==> config.mk <==
export PLATFORM = sky130hd
export DESIGN_NAME = fp_special_classify_pipe_flat
export DESIGN_NICKNAME = d
export VERILOG_FILES = /design/src/rtl/fp_special_classify_pipe_if.sv /design/src/rtl/fp_special_classify_pipe.sv /design/src/flat_wrapper.sv
export SDC_FILE = /design/constraint.sdc
export NUM_CORES = 1
export LEC_CHECK = 0
export CAP_MARGIN = 10
export CORE_UTILIZATION = 48
export DETAILED_ROUTE_END_ITERATION = 16
export GPL_ROUTABILITY_DRIVEN = 0
export PLACE_DENSITY = 0.83
export REMOVE_ABC_BUFFERS = 1
export SYNTH_ARGS = -nofsm -noshare
export SYNTH_HDL_FRONTEND = slang
export SYNTH_SLANG_ARGS = --single-unit
export TNS_END_PERCENT = 30
==> constraint.sdc <==
create_clock -name clk -period 2 [get_ports clk]
set_clock_uncertainty 0.2 [all_clocks]
set_input_delay 0.2 -clock clk [delete_from_list [all_inputs] [get_ports clk]]
set_output_delay 0.2 -clock clk [all_outputs]
set_load 0.05 [all_outputs]
==> src/rtl/fp_special_classify_pipe_if.sv <==
// Operand/result handshake bundle between the multiplier front end and the
// special-case classifier pipeline.
interface fp_special_classify_pipe_if #(
    parameter int EXP_W  = 8,
    parameter int FRAC_W = 23
);
    localparam int W = 1 + EXP_W + FRAC_W;

    logic         in_valid;
    logic         in_ready;
    logic [W-1:0] in_a;
    logic [W-1:0] in_b;
    logic         out_valid;
    logic         out_ready;
    logic [2:0]   out_class_a;
    logic [2:0]   out_class_b;
    logic         out_bypass;
    logic [W-1:0] out_result;
    logic         out_sign;
    logic         flag_invalid;
    logic         flag_clr;

    modport master (
        output in_valid, in_a, in_b, out_ready, flag_clr,
        input  in_ready, out_valid, out_class_a, out_class_b,
               out_bypass, out_result, out_sign, flag_invalid
    );

    modport slave (
        input  in_valid, in_a, in_b, out_ready, flag_clr,
        output in_ready, out_valid, out_class_a, out_class_b,
               out_bypass, out_result, out_sign, flag_invalid
    );
endinterface

==> src/rtl/fp_special_classify_pipe.sv <==
// Two-stage IEEE-754 operand classifier and multiply special-case resolver
// with a sticky invalid-operation flag.
module fp_special_classify_pipe #(
    parameter int EXP_W  = 8,
    parameter int FRAC_W = 23,
    parameter bit DAZ    = 1'b0
) (
    input logic                       clk,
    input logic                       rst_n,
    fp_special_classify_pipe_if.slave bus
);
    localparam int W = 1 + EXP_W + FRAC_W;

    localparam logic [2:0] C_ZERO = 3'd0;
    localparam logic [2:0] C_SUB  = 3'd1;
    localparam logic [2:0] C_NORM = 3'd2;
    localparam logic [2:0] C_INF  = 3'd3;
    localparam logic [2:0] C_QNAN = 3'd4;
    localparam logic [2:0] C_SNAN = 3'd5;

    localparam logic [W-1:0] QUIET_BIT  = {{(EXP_W + 1){1'b0}}, 1'b1, {(FRAC_W - 1){1'b0}}};
    localparam logic [W-1:0] CANON_QNAN = {1'b0, {EXP_W{1'b1}}, 1'b1, {(FRAC_W - 1){1'b0}}};

    function automatic logic [2:0] classify(input logic [W-1:0] v);
        logic [EXP_W-1:0]  e;
        logic [FRAC_W-1:0] f;
        logic [2:0]        c;
        e = v[W-2:FRAC_W];
        f = v[FRAC_W-1:0];
        if (&e) begin
            if (f == '0)
                c = C_INF;
            else if (f[FRAC_W-1])
                c = C_QNAN;
            else
                c = C_SNAN;
        end else if (e == '0) begin
            c = ((f == '0) || DAZ) ? C_ZERO : C_SUB;
        end else begin
            c = C_NORM;
        end
        return c;
    endfunction

    logic         r_s1Valid;
    logic [2:0]   r_s1ClassA;
    logic [2:0]   r_s1ClassB;
    logic         r_s1Sign;
    logic [W-1:0] r_s1A;
    logic [W-1:0] r_s1B;

    logic         r_s2Valid;
    logic [2:0]   r_s2ClassA;
    logic [2:0]   r_s2ClassB;
    logic         r_s2Sign;
    logic         r_s2Bypass;
    logic [W-1:0] r_s2Result;
    logic         r_s2Invalid;
    logic         r_flagInvalid;

    logic         w_adv1;
    logic         w_adv2;
    logic         w_aNan;
    logic         w_bNan;
    logic         w_infZero;
    logic         w_bypass;
    logic         w_invalid;
    logic [W-1:0] w_result;

    // Output stage moves when empty or drained; stage 1 also moves when stage 2 does.
    assign w_adv2       = ~r_s2Valid | bus.out_ready;
    assign w_adv1       = ~r_s1Valid | w_adv2;
    assign bus.in_ready = w_adv1;

    always_comb begin
        w_aNan    = (r_s1ClassA == C_QNAN) || (r_s1ClassA == C_SNAN);
        w_bNan    = (r_s1ClassB == C_QNAN) || (r_s1ClassB == C_SNAN);
        w_infZero = ((r_s1ClassA == C_INF) && (r_s1ClassB == C_ZERO)) ||
                    ((r_s1ClassB == C_INF) && (r_s1ClassA == C_ZERO));
        w_invalid = (r_s1ClassA == C_SNAN) || (r_s1ClassB == C_SNAN) || w_infZero;
        w_bypass  = 1'b1;
        w_result  = '0;
        if (w_aNan)
            w_result = r_s1A | QUIET_BIT;
        else if (w_bNan)
            w_result = r_s1B | QUIET_BIT;
        else if (w_infZero)
            w_result = CANON_QNAN;
        else if ((r_s1ClassA == C_INF) || (r_s1ClassB == C_INF))
            w_result = {r_s1Sign, {EXP_W{1'b1}}, {FRAC_W{1'b0}}};
        else if ((r_s1ClassA == C_ZERO) || (r_s1ClassB == C_ZERO))
            w_result = {r_s1Sign, {(W - 1){1'b0}}};
        else
            w_bypass = 1'b0;
    end

    always_ff @(posedge clk or negedge rst_n) begin
        if (!rst_n) begin
            r_s1Valid  <= 1'b0;
            r_s1ClassA <= C_ZERO;
            r_s1ClassB <= C_ZERO;
            r_s1Sign   <= 1'b0;
            r_s1A      <= '0;
            r_s1B      <= '0;
        end else if (w_adv1) begin
            r_s1Valid <= bus.in_valid;
            if (bus.in_valid) begin
                r_s1ClassA <= classify(bus.in_a);
                r_s1ClassB <= classify(bus.in_b);
                r_s1Sign   <= bus.in_a[W-1] ^ bus.in_b[W-1];
                r_s1A      <= bus.in_a;
                r_s1B      <= bus.in_b;
            end
        end
    end

    // Results hold while stalled; an emptied stage keeps its last payload harmlessly.
    always_ff @(posedge clk or negedge rst_n) begin
        if (!rst_n) begin
            r_s2Valid   <= 1'b0;
            r_s2ClassA  <= C_ZERO;
            r_s2ClassB  <= C_ZERO;
            r_s2Sign    <= 1'b0;
            r_s2Bypass  <= 1'b0;
            r_s2Result  <= '0;
            r_s2Invalid <= 1'b0;
        end else if (w_adv2) begin
            r_s2Valid <= r_s1Valid;
            if (r_s1Valid) begin
                r_s2ClassA  <= r_s1ClassA;
                r_s2ClassB  <= r_s1ClassB;
                r_s2Sign    <= r_s1Sign;
                r_s2Bypass  <= w_bypass;
                r_s2Result  <= w_result;
                r_s2Invalid <= w_invalid;
            end
        end
    end

    // Flag follows transferred results only; a same-cycle set beats the clear.
    always_ff @(posedge clk or negedge rst_n) begin
        if (!rst_n)
            r_flagInvalid <= 1'b0;
        else if (r_s2Valid && bus.out_ready && r_s2Invalid)
            r_flagInvalid <= 1'b1;
        else if (bus.flag_clr)
            r_flagInvalid <= 1'b0;
    end

    assign bus.out_valid    = r_s2Valid;
    assign bus.out_class_a  = r_s2ClassA;
    assign bus.out_class_b  = r_s2ClassB;
    assign bus.out_sign     = r_s2Sign;
    assign bus.out_bypass   = r_s2Bypass;
    assign bus.out_result   = r_s2Result;
    assign bus.flag_invalid = r_flagInvalid;
endmodule
==> src/flat_wrapper.sv <==
// flat-port wrapper written by rule: the top's interface ports become plain ports
module fp_special_classify_pipe_flat 
#(
    parameter int EXP_W  = 8,
    parameter int FRAC_W = 23,
    parameter bit DAZ    = 1'b0
)
  (clk, rst_n, bus_in_valid, bus_in_a, bus_in_b, bus_out_ready, bus_flag_clr, bus_in_ready, bus_out_valid, bus_out_class_a, bus_out_class_b, bus_out_bypass, bus_out_result, bus_out_sign, bus_flag_invalid);
  fp_special_classify_pipe_if #(.EXP_W(EXP_W), .FRAC_W(FRAC_W)) bus_i ();
  input logic clk;
  input logic rst_n;
  input wire logic [$bits(bus_i.in_valid)-1:0] bus_in_valid;
  input wire logic [$bits(bus_i.in_a)-1:0] bus_in_a;
  input wire logic [$bits(bus_i.in_b)-1:0] bus_in_b;
  input wire logic [$bits(bus_i.out_ready)-1:0] bus_out_ready;
  input wire logic [$bits(bus_i.flag_clr)-1:0] bus_flag_clr;
  output wire logic [$bits(bus_i.in_ready)-1:0] bus_in_ready;
  output wire logic [$bits(bus_i.out_valid)-1:0] bus_out_valid;
  output wire logic [$bits(bus_i.out_class_a)-1:0] bus_out_class_a;
  output wire logic [$bits(bus_i.out_class_b)-1:0] bus_out_class_b;
  output wire logic [$bits(bus_i.out_bypass)-1:0] bus_out_bypass;
  output wire logic [$bits(bus_i.out_result)-1:0] bus_out_result;
  output wire logic [$bits(bus_i.out_sign)-1:0] bus_out_sign;
  output wire logic [$bits(bus_i.flag_invalid)-1:0] bus_flag_invalid;
  assign bus_i.in_valid = bus_in_valid;
  assign bus_i.in_a = bus_in_a;
  assign bus_i.in_b = bus_in_b;
  assign bus_i.out_ready = bus_out_ready;
  assign bus_i.flag_clr = bus_flag_clr;
  assign bus_in_ready = bus_i.in_ready;
  assign bus_out_valid = bus_i.out_valid;
  assign bus_out_class_a = bus_i.out_class_a;
  assign bus_out_class_b = bus_i.out_class_b;
  assign bus_out_bypass = bus_i.out_bypass;
  assign bus_out_result = bus_i.out_result;
  assign bus_out_sign = bus_i.out_sign;
  assign bus_flag_invalid = bus_i.flag_invalid;
  fp_special_classify_pipe #(.EXP_W(EXP_W), .FRAC_W(FRAC_W), .DAZ(DAZ)) u_core (.clk(clk), .rst_n(rst_n), .bus(bus_i));
endmodule
==> impl_metrics.py, run 1 <==
metrics = {
    "timing": {
        "finalCritPeriodShare": 0.934,
        "slew_headroom": 0.606,
        "clock.fmax_mhz": 535,
        "drv_slew": 0,
        "fin_crit_ns": 1.87,
        "finalSetupViolCount": 0,
        "grt_setup_unrepaired": "no",
        "hold_ws_ns": 0.0802,
        "hold_viol": 0,
        "worstMarginPinSlew_ns": 0.592,
    },
    "route": {
        "via_per_inst": 5.67,
        "wirelength_um": 12700,
        "ant_nets": 0,
        "vias": 3858,
        "post_drt_wl_per_cell_um": 18.7,
        "drc": 0,
        "firstDrtPassIters": 5,
        "dr.first_iter.drc_count": 212,
    },
    "worst_setup_path": {
        "cp_max_fo": 4,
        "critPathTopFamily": "buffers and inverters",
        "end_kind": "primary output",
        "crit_chain": "dlygate4sd2_1",
        "start_kind": "register",
        "r2r_slack_ns": 0.26,
        "crit_buf_inv": 1,
        "path_class": "reg -> out",
        "crit_arrival_ns": 1.47,
        "cp_slowest_stage_delay_ns": 0.55,
        "worstPathRequired_ns": 1.60,
        "slowest_stage": "dlygate4sd2_1",
    },
    "final_layout": {
        "syn_to_final_growth_pct": 36.4,
        "antennaDiodeCount": 0,
        "layout.nets": 603,
        "final_cell_mix": "dfrtp_1 (113), clkdlybuf4s50_1 (67), nor2_1 (56), nand2_1 (44), dlygate4sd2_1 (42)",
        "layout_commonest_cell": "dfrtp_1",
        "seq_area_sq_mm": 0.00283,
        "utilization": 0.689,
        "drive_above_1_share": 0.221,
        "fillers": 740,
        "multi_input_area_sq_mm": 0.00201,
    },
    "global_route": {
        "grt_usage": 0.248,
        "grt_pass1_wl_um": 21100,
        "grt_max_degree": 114,
        "overflow": 0,
        "antenna_found_initial": 1,
        "grt_pass1_vias": 4124,
    },
    "clock_network": {
        "cts-root-buf": "clkbuf_8",
        "clk_latency_ns": 0.51,
        "tritoncts": "built",
        "path_clk_slew_ns": 0.05,
        "h-tree-depth": 4,
        "cts_setup_buffers": 0,
        "clockBufferDepth": 2,
        "cts_buffers": 17,
        "clock-sinks": 113,
    },
    "yosys": {
        "syn_avg_cell_area_sq_um": 12.2,
        "ys_seq_area_frac": 0.563,
        "ys_types": 40,
        "ys_warn_count": 0,
        "ys_seq_elements": 113,
        "synthArstFlopShare": 1.00,
        "synth_area_sq_mm": 0.00503,
        "synthCells": 413,
        "ys.flop_type": "dfrtp_1",
        "synth_edf_count": 0,
    },
    "die": {
        "die_h_um": 104,
        "rows": 36,
        "die_x_um": 104,
        "die_area_sq_mm": 0.0109,
        "core_sq_mm": 0.00995,
        "initial_utilization": 0.505,
        "ios": 112,
    },
    "power": {
        "p_leak_nw": 3.06,
        "p_per_area_mw_per_mm2": 1090,
        "ir_drop_mv": 0.538,
    },
    "placed_design": {
        "port_buffers": 111,
        "place_hpwl_um": 8460,
    },
    "status": {
        "status": "complete, no violations",
    },
    "run": {
        "maxCapViolations": 0,
    },
    "worst_hold_path": {
        "hp-class": "in -> reg",
    },
}
==> report_power, final <==
group	internal (mW)	total (mW)	switching, mW
combinational	0.685	1.72	1.03
clock	1.80	2.85	1.05
sequential	2.64	2.88	0.236
total	5.13	7.45	2.32
==> through the flow <==
step	area [sq um]	instances	total power [mW]	TNS, ns	setup WS [ns]
4_1_cts	6850	680	7.49	0	0.103
3_5_place_dp	6330	647	4.73	-0.131	-0.0740
5_1_grt	6850	680	7.74	0	0.0738
6_report	6850	680	7.45	0	0.132
3_3_place_gp	6330	647	4.67	-0.0624	-0.0405
2_1_floorplan	4840	387	3.96	-24.65	-0.348
==> repair_timing <==
item | in CTS | in global routing
hold buffers | 1 | 0
endpoints found under the setup margin | 42 | 0
gates resized for setup | 42 | 0
endpoints found under the hold margin | 113 | 0
==> cells in the mapped netlist, types with 8 or more instances <==
library cell  number  share of area
a211oi_1           8          0.012
a221oi_1          16          0.028
buf_2             11          0.011
buf_6              9          0.020
dfrtp_1          113           0.56
mux2_2            26          0.058
mux2_4            34           0.10
nand2_1           44          0.033
nor2_1            56          0.042
nor4_1            10          0.012
o21ai_0           16          0.016
o21ai_1           11          0.011
==> worst paths after layout <==
path / start / end / cells past startpoint
max in group asynchronous: rst_n / u_core.r_s1A[23] / 3
hold / removal: bus_flag_clr / u_core.bus.flag_invalid / 2
hold reg to reg: u_core.bus.out_sign / u_core.bus.out_sign / 2
min in group asynchronous: rst_n / u_core.r_s1A[31] / 3
setup reg to reg: u_core.r_s1ClassA[2] / u_core.bus.out_result[12] / 4
setup / recovery: u_core.bus.out_valid / bus_out_valid / 1
==> final cells by class <==
type | instances | share of cell area
Clock buffer | 19 | 0.0630
Clock inverter | 13 | 0.0203
Inverter | 1 | 0.000548
Multi-Input combinational cell | 273 | 0.294
Sequential cell | 113 | 0.413
Tap cell | 133 | 0.0243
Timing Repair Buffer | 128 | 0.185
==> cell families after synthesis <==
kind of cell              after synthesis  share of synthesized area
and+or+nand+nor                       140                      0.132
DFF                                   113                      0.563
AOI/OAI and AO/OA                      70                      0.104
muxes                                  60                      0.160
buffers and inverters                  27                     0.0371
xor gates and xnor gates                3                    0.00523
==> routing by layer <==
metal	GRT usage	part of all wire	vias to the layer above
met5	0	0.0010	-
met4	0.131	0.024	2
li1	-	-	1733
met3	0.0558	0.059	28
met1	0.310	0.42	1943
met2	0.403	0.50	152
==> sequential cells by signal, indices dropped and copies added, names as in the netlist, 3 cells and up <==
register	count
u_core.bus.out_class_a	3
u_core.bus.out_class_b	3
u_core.bus.out_result	32
u_core.r_s1A	31
u_core.r_s1B	31
u_core.r_s1ClassA	3
u_core.r_s1ClassB	3
Note: power is estimated with default switching activity, not from simulation.
==> run 2, diff against run 1 <==
--- a/config.mk
+++ b/config.mk
@@ -9,6 +9,7 @@
 export CORE_UTILIZATION = 48
 export DETAILED_ROUTE_END_ITERATION = 16
 export GPL_ROUTABILITY_DRIVEN = 0
+export HOLD_SLACK_MARGIN = 0.15
 export PLACE_DENSITY = 0.83
 export REMOVE_ABC_BUFFERS = 1
 export SYNTH_ARGS = -nofsm -noshare
==> run 2 against run 1 <==
Register-to-register slack about the same. Count of clock-buffer cells in the layout unchanged. Core utilization up 3.4 points. Maximum frequency down 5.5%. Worst hold slack better by 0.087 ns. Non-clock buffer count up 32.
==> impl_metrics.py, run 2 (same netlist as run 1, synthesis figures left out) <==
metrics = {
    "clock_network": {
        "tritoncts": "built",
        "h-tree-depth": 4,
        "clockBufferDepth": 2,
        "cts-root-buf": "clkbuf_8",
        "cts_setup_buffers": 0,
        "clock-sinks": 113,
        "clk_latency_ns": 0.51,
        "cts_buffers": 17,
        "path_clk_slew_ns": 0.05,
    },
    "die": {
        "rows": 36,
        "ios": 112,
        "initial_utilization": 0.505,
        "die_h_um": 104,
        "core_sq_mm": 0.00995,
        "die_area_sq_mm": 0.0109,
        "die_x_um": 104,
    },
    "final_layout": {
        "drive_above_1_share": 0.214,
        "syn_to_final_growth_pct": 43.0,
        "largest_register_ffs": 32,
        "antennaDiodeCount": 0,
        "fillers": 693,
        "final_cell_mix": "dfrtp_1 (113), clkdlybuf4s50_1 (67), nor2_1 (55), nand2_1 (44), dlygate4sd2_1 (42)",
        "layout_commonest_cell": "dfrtp_1",
        "layout.nets": 635,
    },
    "worst_setup_path": {
        "cp_max_fo": 3,
        "path_class": "in -> reg",
        "end_kind": "register",
        "r2r_cells": 4,
        "crit_arrival_ns": 2.17,
        "r2r_start": "u_core.r_s1ClassA[2]",
        "critPathLaunch": "bus_in_a[24]",
        "r2r_slack_ns": 0.25,
        "worstPathRequired_ns": 2.19,
        "r2r_end": "u_core.bus.out_result[16]",
        "start_kind": "input pin",
    },
    "power": {
        "swShare": 0.313,
        "switchingPower_mw": 2.35,
        "pwr-share-clk": 0.380,
        "p_seq_frac": 0.383,
        "p_per_area_mw_per_mm2": 1050,
        "combPwrFrac": 0.236,
        "p_leak_nw": 3.20,
        "p_int_mw": 5.17,
        "ir_drop_mv": 0.538,
    },
    "route": {
        "highest_layer": "met4",
        "wirelength_um": 13300,
        "via_per_inst": 5.63,
        "dr.first_iter.drc_count": 180,
        "post_drt_wl_per_cell_um": 18.6,
        "wl_met3_um": 737,
        "routedLengthMet1_um": 5400,
        "drc": 0,
        "vias": 4007,
        "firstDrtPassIters": 5,
        "wl_met2_um": 6800,
        "ant_nets": 0,
    },
    "timing": {
        "worstMarginPinSlew_ns": 0.608,
        "drv_slew": 0,
        "finalSetupViolCount": 0,
        "grt_setup_unrepaired": "yes",
        "fin_crit_ns": 1.98,
        "clock.fmax_mhz": 506,
        "finalWorstSetupSlack_ns": 0.0227,
        "finalCritPeriodShare": 0.989,
        "hold_viol": 0,
        "hold_ws_ns": 0.167,
        "slew_headroom": 0.595,
    },
    "worst_hold_path": {
        "holdPathStages": 2,
        "hp-class": "in -> reg",
        "min_from": "bus_in_a[8]",
        "hold_end": "u_core.r_s1A[8]",
    },
    "placed_design": {
        "place_hpwl_um": 8460,
        "port_buffers": 111,
        "pre_cts_ws_ns": -0.0740,
    },
    "global_route": {
        "grt_usage": 0.258,
        "grt_max_degree": 114,
        "antenna_found_initial": 0,
        "grt_pass1_wl_um": 21800,
        "overflow": 0,
        "grt_pass1_vias": 4278,
    },
    "status": {
        "status": "complete, no violations",
    },
    "run": {
        "maxCapViolations": 0,
    },
}
run 2: cell count changes in the layout (fill, tap and decap cells not counted), moves of 2 or more:
| cell | previous run | this run |
|---|---|---|
| dlygate4sd3_1 | 1 | 33 |
| o21ai_0 | 16 | 14 |
| nor4_2 | 0 | 2 |
| o21ai_1 | 11 | 13 |
| nor4_1 | 10 | 8 |
run 2: final cells by class:
| cell class | count | area (sq um) | area share |
|---|---|---|---|
| multi-input combinational | 273 | 2030 | 0.282 |
| clock buffer | 19 | 432 | 0.0600 |
| tap | 133 | 166 | 0.0231 |
| sequential | 113 | 2830 | 0.393 |
| timing repair buffer | 160 | 1590 | 0.221 |
| clock inverter | 13 | 139 | 0.0193 |
| inverter | 1 | 3.75 | 0.000522 |
run 2: timing repair:
| item | CTS | global route |
|---|---|---|
| resized for setup | 42 | 5 |
| endpoints found under the hold margin | 143 | 0 |
| setup endpoints to repair | 42 | 5 |
| gates cloned | 0 | 0 |
| hold buffers | 33 | 0 |
run 2: layer usage:
metal	up-vias	track usage
met4	0	0.123
met3	33	0.0514
met5	-	0
met1	2011	0.320
li1	1798	-
met2	165	0.432
run 2: metrics by stage:
stage                     power (mW)  utilization  area, sq um  TNS [ns]  cells
after detailed placement        4.73        0.635         6330    -0.131    647
after global routing            7.81        0.722         7190   -0.0367    712
after floorplan                 3.96            -         4840    -24.65    387
after global placement          4.67        0.635         6330   -0.0624    647
after CTS                       7.55        0.721         7170         0    712
final                           7.52        0.722         7190         0    712
run 2: how the worst max path moves through the flow:
stage                                           end  slack [ns]  cells past startpoint
after floorplan           u_core.bus.out_result[23]       -0.35                      4
final                          u_core.r_s1ClassA[1]        0.02                      6
after CTS                      u_core.r_s1ClassA[2]        0.02                      6
after global routing           u_core.r_s1ClassA[1]       -0.02                      6
after global placement         u_core.r_s1ClassA[2]       -0.04                      5
after detailed placement       u_core.r_s1ClassA[2]       -0.07                      5
run 2: power groups by stage:
stage | Combinational [mW] | Sequential [mW] | Clock [mW]
final | 1.78 | 2.88 | 2.86
after global routing | 1.89 | 2.92 | 3.00
after CTS | 1.78 | 2.88 | 2.89
after detailed placement | 1.82 | 2.91 | 0
after global placement | 1.78 | 2.89 | 0
after floorplan | 0.577 | 3.39 | 0
run 2: worst max-delay path, stage by stage:
cell	delay (ns)
dlygate4sd3_1	0.54
clkdlybuf4s50_1	0.46
or4_1	0.58
nor2_2	0.14
nor2_1	0.05
a22o_1	0.20
==> run 3, diff against run 2 <==
--- a/config.mk
+++ b/config.mk
@@ -8,7 +8,7 @@
 export CAP_MARGIN = 10
 export CORE_UTILIZATION = 48
 export DETAILED_ROUTE_END_ITERATION = 16
-export GPL_ROUTABILITY_DRIVEN = 0
+export GPL_ROUTABILITY_DRIVEN = 1
 export HOLD_SLACK_MARGIN = 0.15
 export PLACE_DENSITY = 0.83
 export REMOVE_ABC_BUFFERS = 1
==> results of run 3 <==
The final DEF is identical to that of run 2; final timing and power are the same.
